==> src/rtl/mem_init_engine.sv <==
// mem_init_engine
//   Sequentially writes every RAM location 0 .. DEPTH-1 with a mode-selected
//   pattern. The RAM port is shared through an arbiter: an access completes
//   only on an edge where grant=1, otherwise the block holds every output.
//
//   Patterns (mod 2^DATA_W, address zero-extended or truncated to DATA_W):
//     mode 0 : index
//     mode 1 : base
//     mode 2 : base + index*step, built with a running accumulator
//     mode 3 : DEPTH-1-index
//
//   Optional read-back check, enabled by defining MEM_INIT_VERIFY_EN:
//   after the fill the block sweeps the RAM again with rden and compares
//   q (one-cycle read latency) against the expected pattern. Without the
//   macro, rden/verify_err/err_addr are tied to 0 and q is ignored.
//
// Ports
//   clk, reset_n        clock (rising edge), asynchronous active-low reset
//   start, start_over   begin a pass (IDLE/DONE only) / synchronous abort
//   mode, base, step    pattern controls, latched when start is accepted
//   grant               arbiter grant for the current access
//   q                   RAM read data (verify only)
//   address, data       RAM address / write data
//   wren, rden          write / read request
//   busy, done_flag     pass in progress / pass finished
//   verify_err,err_addr sticky mismatch flag / first mismatching address
module mem_init_engine #(
  parameter int ADDR_W = 8,
  parameter int DATA_W = 8,
  parameter int DEPTH  = 256
) (
  input  logic              clk,
  input  logic              reset_n,
  input  logic              start,
  input  logic              start_over,
  input  logic [1:0]        mode,
  input  logic [DATA_W-1:0] base,
  input  logic [DATA_W-1:0] step,
  input  logic              grant,
  input  logic [DATA_W-1:0] q,
  output logic [ADDR_W-1:0] address,
  output logic [DATA_W-1:0] data,
  output logic              wren,
  output logic              rden,
  output logic              busy,
  output logic              done_flag,
  output logic              verify_err,
  output logic [ADDR_W-1:0] err_addr
);

  typedef enum logic [2:0] {S_IDLE, S_FILL, S_VERIFY, S_DRAIN, S_DONE} state_t;

  localparam logic [ADDR_W-1:0] LAST_IDX = ADDR_W'(DEPTH - 1);

  state_t            state_q, state_d;
  logic [ADDR_W-1:0] idx_q, idx_d;
  logic [DATA_W-1:0] acc_q, acc_d;   // base + idx*step for mode 2
  logic [1:0]        mode_q, mode_d;
  logic [DATA_W-1:0] base_q, base_d;
  logic [DATA_W-1:0] step_q, step_d;
  logic [DATA_W-1:0] pattern;

`ifdef MEM_INIT_VERIFY_EN
  logic              verify_err_q, verify_err_d;
  logic [ADDR_W-1:0] err_addr_q, err_addr_d;
  // One-stage compare pipeline: the expected value and address of a granted
  // read wait here for the RAM data that arrives a cycle later.
  logic              cmp_vld_q, cmp_vld_d;
  logic [DATA_W-1:0] cmp_exp_q, cmp_exp_d;
  logic [ADDR_W-1:0] cmp_addr_q, cmp_addr_d;

  assign verify_err = verify_err_q;
  assign err_addr   = err_addr_q;
`else
  logic unused_q;
  assign unused_q   = ^q;
  assign verify_err = 1'b0;
  assign err_addr   = '0;
`endif

  always_comb begin
    case (mode_q)
      2'd0:    pattern = DATA_W'(idx_q);
      2'd1:    pattern = base_q;
      2'd2:    pattern = acc_q;
      default: pattern = DATA_W'(LAST_IDX - idx_q);
    endcase
  end

  always_comb begin
    state_d   = state_q;
    idx_d     = idx_q;
    acc_d     = acc_q;
    mode_d    = mode_q;
    base_d    = base_q;
    step_d    = step_q;
    address   = '0;
    data      = '0;
    wren      = 1'b0;
    rden      = 1'b0;
    busy      = 1'b0;
    done_flag = 1'b0;
`ifdef MEM_INIT_VERIFY_EN
    verify_err_d = verify_err_q;
    err_addr_d   = err_addr_q;
    cmp_vld_d    = 1'b0;
    cmp_exp_d    = cmp_exp_q;
    cmp_addr_d   = cmp_addr_q;
    // Only the first mismatch records its address.
    if (cmp_vld_q && (q != cmp_exp_q) && !verify_err_q) begin
      verify_err_d = 1'b1;
      err_addr_d   = cmp_addr_q;
    end
`endif

    case (state_q)
      S_FILL: begin
        busy    = 1'b1;
        wren    = 1'b1;
        address = idx_q;
        data    = pattern;
        if (grant) begin
          acc_d = acc_q + step_q;
          if (idx_q == LAST_IDX) begin
            idx_d = '0;
            acc_d = base_q;  // rewind so the read-back sweep regenerates the pattern
`ifdef MEM_INIT_VERIFY_EN
            state_d = S_VERIFY;
`else
            state_d = S_DONE;
`endif
          end else begin
            idx_d = idx_q + ADDR_W'(1);
          end
        end
      end
`ifdef MEM_INIT_VERIFY_EN
      S_VERIFY: begin
        busy    = 1'b1;
        rden    = 1'b1;
        address = idx_q;
        if (grant) begin
          cmp_vld_d  = 1'b1;
          cmp_exp_d  = pattern;
          cmp_addr_d = idx_q;
          acc_d      = acc_q + step_q;
          if (idx_q == LAST_IDX) begin
            idx_d   = '0;
            state_d = S_DRAIN;
          end else begin
            idx_d = idx_q + ADDR_W'(1);
          end
        end
      end
      S_DRAIN: begin
        // Waits for the data of the last read; no RAM access, grant ignored.
        busy    = 1'b1;
        state_d = S_DONE;
      end
`endif
      default: begin  // S_IDLE, S_DONE
        done_flag = (state_q == S_DONE);
        if (start) begin
          state_d = S_FILL;
          idx_d   = '0;
          acc_d   = base;
          mode_d  = mode;
          base_d  = base;
          step_d  = step;
`ifdef MEM_INIT_VERIFY_EN
          verify_err_d = 1'b0;
          err_addr_d   = '0;
`endif
        end
      end
    endcase

    // Abort wins over everything, including a start on the same edge.
    if (start_over) begin
      state_d = S_IDLE;
      idx_d   = '0;
`ifdef MEM_INIT_VERIFY_EN
      verify_err_d = 1'b0;
      err_addr_d   = '0;
      cmp_vld_d    = 1'b0;
`endif
    end
  end

  always_ff @(posedge clk or negedge reset_n) begin
    if (!reset_n) begin
      state_q <= S_IDLE;
      idx_q   <= '0;
      acc_q   <= '0;
      mode_q  <= '0;
      base_q  <= '0;
      step_q  <= '0;
`ifdef MEM_INIT_VERIFY_EN
      verify_err_q <= 1'b0;
      err_addr_q   <= '0;
      cmp_vld_q    <= 1'b0;
      cmp_exp_q    <= '0;
      cmp_addr_q   <= '0;
`endif
    end else begin
      state_q <= state_d;
      idx_q   <= idx_d;
      acc_q   <= acc_d;
      mode_q  <= mode_d;
      base_q  <= base_d;
      step_q  <= step_d;
`ifdef MEM_INIT_VERIFY_EN
      verify_err_q <= verify_err_d;
      err_addr_q   <= err_addr_d;
      cmp_vld_q    <= cmp_vld_d;
      cmp_exp_q    <= cmp_exp_d;
      cmp_addr_q   <= cmp_addr_d;
`endif
    end
  end

endmodule

==> config.mk <==
export PLATFORM = sky130hd
export DESIGN_NAME = mem_init_engine
export DESIGN_NICKNAME = d
export VERILOG_FILES = /design/src/rtl/mem_init_engine.sv
export SDC_FILE = /design/constraint.sdc
export NUM_CORES = 1
export LEC_CHECK = 0
export ABC_AREA = 1
export CAP_MARGIN = 20
export CORE_AREA = 2 2 106 108
export CTS_CLUSTER_SIZE = 16
export DETAILED_ROUTE_END_ITERATION = 12
export DIE_AREA = 0 0 108 110
export GPL_ROUTABILITY_DRIVEN = 0
export GPL_TIMING_DRIVEN = 1
export PLACE_DENSITY = 0.4
export SKIP_LAST_GASP = 1
export SLEW_MARGIN = 20
export SYNTH_ARGS = -nofsm -noshare
export SYNTH_HDL_FRONTEND = slang
export SYNTH_SLANG_ARGS = --single-unit
==> constraint.sdc <==
create_clock -name clk -period 2.35 [get_ports clk]
set_input_delay 0.3525 -clock clk [delete_from_list [all_inputs] [get_ports clk]]
set_output_delay 0.3525 -clock clk [all_outputs]
set_load 0.005 [all_outputs]
-- Word level (Yosys, flattened, before mapping)
Cells that the tools add are included.
- bitwise operators: 1
- equal/unequal tests: 8
- reductions and logical operators: 7
- add/subtract/negate cells: 3
- multiplexer cells: 19
- operators by type and width (cell ; number):
    8-bit 2-to-1 mux ; 11
    8-bit one-hot mux with 3 select lines ; 1
    3-bit 2-to-1 mux ; 5
    8-bit by 1-bit adder with 8-bit output, second input constant ; 1
    8-bit adder ; 1
    8-bit == test, second input constant ; 1
    8-bit subtractor, first input constant ; 1
    3-bit inequality test, second input constant ; 2
    2-bit AND reduction ; 3
    3-bit by 1-bit == test with 1-bit output, second input constant ; 1
    3-bit == test, second input constant ; 1
    3-bit AND reduction ; 1
    3-bit nonzero test ; 1
    2-bit by 1-bit == test with 1-bit output, second input constant ; 1
    2-bit == test, second input constant ; 1
    2-bit logical NOT ; 1
    1-bit 2-to-1 mux ; 2
    2-bit inequality test, second input constant ; 1
    2-bit nonzero test ; 1
    1-bit inverter ; 1
- logic and storage cells: 44
- bits in registers: 37
- output and inout bits: 29
- bits of input ports: 31

-- Longest topological paths before layout
- depth in word-level cells: 5
- mapped depth: 10
- gate-level depth less buffers: 10

-- Least setup slack after synthesis
Ideal clock, no wire load.
- path type: register -> register
- start point: register acc_q[0]
- end point: register acc_q[2]
- library setup time: 0.124 ns
- clock period less this slack: 1.562 ns
- arrival: 1.438 ns
- path slack: 0.788 ns
- data required time: 2.226 ns
- cell stages (with the launch flop): 8
- cell sequence: dfrtp_1 -> ha_1 -> inv_1 -> fa_1 -> xnor2_1 -> or2_2 -> nand2_1 -> a21oi_1
- cells in the longest elaborated chain, start to end: 4
- ends and longest elaborated chain (element ; RTL line ; RTL):
    start: declaration ; 57 ; logic [DATA_W-1:0] acc_q, acc_d;
    start signal: assignment ; 194 ; acc_q <= '0;
    start signal: assignment ; 208 ; acc_q <= acc_d;
    8-bit adder ; 123 ; acc_d = acc_q + step_q;
    8-bit 2-to-1 mux ; 124 ; if (idx_q == LAST_IDX) begin
    8-bit 2-to-1 mux ; 122 ; if (grant) begin
    8-bit 2-to-1 mux ; 116 ; case (state_q)
Every way passes these cells. The select of a mux whose other input is x is not followed.
A chain may end at the register's enable or synchronous reset.

-- Worst setup path after layout
- start point: register mode_q[0]
- end point: output port data[7]
- cells in the longest elaborated chain, start to end: 3
- elaborated cells between the ends (all ways): 5
- classes of those cells: eq/ne (2); mux (2); reduce/logical (1)
- ends and longest elaborated chain (element ; RTL line ; RTL):
    start: declaration ; 58 ; logic [1:0] mode_q, mode_d;
    start signal: assignment ; 209 ; mode_q <= mode_d;
    2-bit == test (tied with other cells) ; 82 ; case (mode_q)
    8-bit one-hot mux with 3 select lines (*) ; 82 ;
    8-bit 2-to-1 mux (*) ; 116 ;
    end: declaration ; 42 ; output logic [DATA_W-1:0] data,
Mark *: on every way between the ends. The rest lies on a longest branch, timed or not.

==> impl_metrics.xml <==
<?xml version="1.0" encoding="UTF-8"?>
<metrics>
  <group name="critical_path">
    <metric name="worst_ep_arrival" unit="ns">1.86</metric>
    <metric name="ff2ff_setup_slack" unit="ns">0.43</metric>
    <metric name="cp-end-kind" unit="">output pin</metric>
    <metric name="critical_path_required" unit="ns">2.00</metric>
    <metric name="r2r_cells" unit="">9</metric>
    <metric name="critPathLaunchType" unit="">flop</metric>
    <metric name="timing.setup.critical_path_class" unit="">reg -&gt; out</metric>
    <metric name="critical_path.max_fanout" unit="">8</metric>
  </group>
  <group name="sta">
    <metric name="clock-skew-final" unit="ns">0.004931</metric>
    <metric name="tightest_slew" unit="ns">0.8950</metric>
    <metric name="final.setup.tns" unit="ns">0</metric>
    <metric name="hold-worst-slack" unit="ns">0.1895</metric>
    <metric name="finalHoldViolations" unit="">0</metric>
    <metric name="grt_setup_unrepaired" unit="">no</metric>
    <metric name="postLayoutSetupSlackWorst" unit="ns">0.1361</metric>
    <metric name="setup_viol" unit="">0</metric>
    <metric name="finalCritPeriodShare" unit="%">94.21</metric>
    <metric name="max-slew-margin-rel" unit="%">40.33</metric>
    <metric name="achievable-frequency" unit="MHz">451.7</metric>
    <metric name="report.final.slew_viol_count" unit="">0</metric>
    <metric name="min_cycle_time_layout" unit="ns">2.214</metric>
  </group>
  <group name="detailed_routing">
    <metric name="wl" unit="mm">7.356</metric>
    <metric name="drt-initial-drc-count" unit="">109</metric>
    <metric name="drt_drc_violations_left" unit="">0</metric>
    <metric name="firstDrtPassIters" unit="">4</metric>
    <metric name="routedWlPerCell" unit="microns">13.70</metric>
    <metric name="route.detailed.vias_per_inst" unit="">4.326</metric>
    <metric name="routed-via-count" unit="">2323</metric>
    <metric name="ant_nets" unit="">0</metric>
  </group>
  <group name="clock_network">
    <metric name="clk_latency" unit="ns">0.29</metric>
    <metric name="numClockSinks" unit="">36</metric>
    <metric name="cts_max_path_buffers" unit="">2</metric>
    <metric name="cts_hold_buf" unit="">0</metric>
    <metric name="cts.clk_slew.worst_paths" unit="ns">0.08</metric>
    <metric name="tritoncts.num_buffers" unit="">5</metric>
    <metric name="cts_tree" unit="">built</metric>
    <metric name="root_buffer" unit="">sky130_fd_sc_hd__clkbuf_8</metric>
    <metric name="ctsHtreeMaxLevel" unit="">2</metric>
  </group>
  <group name="layout">
    <metric name="filler_cell_count" unit="">1203</metric>
    <metric name="layout.nets" unit="">437</metric>
    <metric name="layout_common_cells" unit="">sky130_fd_sc_hd__nand2_1 (105), sky130_fd_sc_hd__inv_1 (48), sky130_fd_sc_hd__clkdlybuf4s50_1 (39), sky130_fd_sc_hd__dfrtp_1 (34), sky130_fd_sc_hd__o21ai_0 (28)</metric>
    <metric name="final_common_cell" unit="">sky130_fd_sc_hd__nand2_1</metric>
    <metric name="final_layout_size_suffix_gt1_share" unit="%">9.068</metric>
    <metric name="final_cell_area" unit="sq um">3098</metric>
    <metric name="area_added_between_synthesis_and_finish" unit="%">27.63</metric>
    <metric name="insertedDiodeCount" unit="">0</metric>
    <metric name="fin_cells" unit="">537</metric>
  </group>
  <group name="synthesis">
    <metric name="mappedNetlistArea" unit="sq um">2427</metric>
    <metric name="yosys_warn_count" unit="">0</metric>
    <metric name="ys_top_cells_by_area" unit="">sky130_fd_sc_hd__dfrtp_1 (37%), sky130_fd_sc_hd__nand2_1 (17%), sky130_fd_sc_hd__inv_1 (7.6%), sky130_fd_sc_hd__o21ai_0 (5.8%), sky130_fd_sc_hd__nand3_1 (4.7%)</metric>
    <metric name="synth_top_area_share" unit="%">37.11</metric>
    <metric name="post_synth_and_or_nand_nor_area_fraction" unit="%">30.36</metric>
    <metric name="synth_seq_area_share" unit="%">37.11</metric>
    <metric name="synth_top_flop_cell" unit="">sky130_fd_sc_hd__dfrtp_1</metric>
    <metric name="async_sr_flop_fraction" unit="%">100.0</metric>
    <metric name="largest_family_of_logic_cells_by_synthesized_area" unit="">simple AND/OR/NAND/NOR gates</metric>
    <metric name="compound_cell_area_share_of_the_yosys_netlist" unit="%">12.89</metric>
    <metric name="synth_area_in_xor_xnor" unit="%">1.443</metric>
    <metric name="yosys_register_bits" unit="">36</metric>
    <metric name="netlist_instances" unit="">349</metric>
    <metric name="post_synth_mux_area_share" unit="%">0</metric>
    <metric name="synth_adder_area_share" unit="%">4.948</metric>
    <metric name="avgSynthCellArea" unit="sq um">6.955</metric>
    <metric name="synth_edf_count" unit="">0</metric>
    <metric name="ys_types" unit="">31</metric>
    <metric name="netlist.top_cell.by_area" unit="">sky130_fd_sc_hd__dfrtp_1</metric>
  </group>
  <group name="grt">
    <metric name="first_pass_grt_wire_length" unit="mm">11.70</metric>
    <metric name="largest_net_degree_at_the_start_of_global_routing" unit="">37</metric>
    <metric name="grtUsageTotal" unit="%">12.82</metric>
    <metric name="antenna_found_initial" unit="">0</metric>
    <metric name="grt-ovfl-total" unit="">0</metric>
    <metric name="vias_in_the_first_global_route" unit="">2310</metric>
  </group>
  <group name="power_and_ir_drop">
    <metric name="power_density" unit="nW/um^2">727.1</metric>
    <metric name="share_of_total_power_in_sequential_cells" unit="%">37.2</metric>
    <metric name="power.share.clock" unit="%">22.0</metric>
    <metric name="power.share.switching" unit="%">38.76</metric>
    <metric name="cell_internal_pwr" unit="mW">1.379</metric>
    <metric name="p_comb_share" unit="%">40.9</metric>
    <metric name="power.net_switching" unit="mW">0.8730</metric>
    <metric name="static-leakage-power" unit="nW">1.554</metric>
    <metric name="max-vdd-ir-drop" unit="V">0.0002454</metric>
  </group>
  <group name="placement">
    <metric name="preCtsSetupSlack" unit="ns">0.2435</metric>
    <metric name="placed_cell_area" unit="sq um">2964</metric>
    <metric name="post-place-cells" unit="">526</metric>
    <metric name="port_buffers" unit="">41</metric>
    <metric name="dp_hpwl" unit="mm">5.257</metric>
  </group>
  <group name="floorplan">
    <metric name="site_row_count" unit="">38</metric>
    <metric name="ios" unit="">60</metric>
    <metric name="die_w" unit="microns">108</metric>
    <metric name="placeableCoreArea" unit="sq um">10700</metric>
    <metric name="area_of_the_die" unit="sq um">11880</metric>
    <metric name="fp.dieH" unit="microns">110</metric>
    <metric name="start_util" unit="%">22.69</metric>
  </group>
  <group name="status">
    <metric name="run_status" unit="">completed</metric>
  </group>
  <group name="flow_run">
    <metric name="max-cap-violations" unit="">0</metric>
  </group>
  <group name="min_path">
    <metric name="holdCritPathClass" unit="">in -&gt; async</metric>
  </group>
</metrics>
cells in the mapped netlist, types with 2 or more instances:
| library cell | n |
|---|---|
| sky130_fd_sc_hd__a21oi_1 | 14 |
| sky130_fd_sc_hd__o211ai_1 | 8 |
| sky130_fd_sc_hd__dfrtp_1 | 36 |
| sky130_fd_sc_hd__buf_4 | 12 |
| sky130_fd_sc_hd__nor2_1 | 27 |
| sky130_fd_sc_hd__clkbuf_1 | 5 |
| sky130_fd_sc_hd__xor2_1 | 2 |
| sky130_fd_sc_hd__ha_1 | 8 |
| sky130_fd_sc_hd__nand2_1 | 107 |
| sky130_fd_sc_hd__buf_2 | 2 |
| sky130_fd_sc_hd__nand3_1 | 23 |
| sky130_fd_sc_hd__o21ai_0 | 28 |
| sky130_fd_sc_hd__nand2_2 | 2 |
| sky130_fd_sc_hd__or2_2 | 2 |
| sky130_fd_sc_hd__inv_1 | 49 |
| sky130_fd_sc_hd__nand3_2 | 2 |
| sky130_fd_sc_hd__a21oi_2 | 2 |
| sky130_fd_sc_hd__xnor2_1 | 2 |
| sky130_fd_sc_hd__nor3_1 | 5 |
| sky130_fd_sc_hd__o21ai_1 | 2 |
metal layers:
layer  share of wire, %  global-route usage, %
met3                3.7                  2.410
met5                  0                      0
met2                 45                  21.16
met1                 50                  17.10
met4                1.3                  3.846
timing repair:
action / in CTS / in global routing
resized for setup: 3 / 4
buffers inserted: 0 / 4
endpoints found under the setup margin: 10 / 13
registers in the layout, summed over array words and instances (netlist names):
register,cells
acc_q,8
base_q,8
idx_q,8
mode_q,2
state_q,2
step_q,8
power by group through the flow:
stage               Clock [mW]  Combinational (mW)  Sequential, mW
detailed placement           0               0.901           0.852
finish                   0.495               0.920           0.837
global placement             0               0.897           0.856
global route             0.542                1.06           0.856
CTS                      0.518               0.907           0.844
floorplan                    0               0.644           0.800
worst max-delay path: stages (launching register included):
cell                              delay (ns)
sky130_fd_sc_hd__dfrtp_2                0.45
sky130_fd_sc_hd__inv_2                  0.05
sky130_fd_sc_hd__nor2_1                 0.08
sky130_fd_sc_hd__buf_4                  0.18
sky130_fd_sc_hd__nand2_1                0.07
sky130_fd_sc_hd__nand3_1                0.07
sky130_fd_sc_hd__o211ai_1               0.10
sky130_fd_sc_hd__inv_1                  0.08
sky130_fd_sc_hd__clkdlybuf4s50_1        0.50
cells by family (layout without fill, tap and decap cells):
family,count (synthesis),after routing
and+or+nand+nor,173,173
buffers and inverters,70,109
AOI/OAI and AO/OA,56,56
DFF,36,36
adders and majority gates,9,9
xor gates and xnor gates,4,4
other,1,10
final cells by class:
type | instances | area [sq um] | area share [%]
Timing Repair Buffer | 52 | 485.5 | 15.67
Sequential cell | 36 | 903.4 | 29.16
Tap cell | 140 | 175.2 | 5.654
Clock buffer | 7 | 96.34 | 3.110
Inverter | 50 | 190.2 | 6.139
Multi-Input combinational cell | 252 | 1247 | 40.27
per-stage QoR:
step	power, mW	util [%]
finish	2.252	28.96
global route	2.459	28.96
CTS	2.269	28.67
detailed placement	1.753	27.71
global placement	1.753	27.71
floorplan	1.445	-
final timing paths:
check / to / start
min: step_q[7] / reset_n
max: data[7] / mode_q[0]
min in group clk: step_q[5] / step_q[5]
max in group asynchronous: mode_q[1] / reset_n
min reg2reg: step_q[5] / step_q[5]
max reg2reg: idx_q[6] / state_q[0]
No activity file was read; power rests on OpenSTA's default activity.
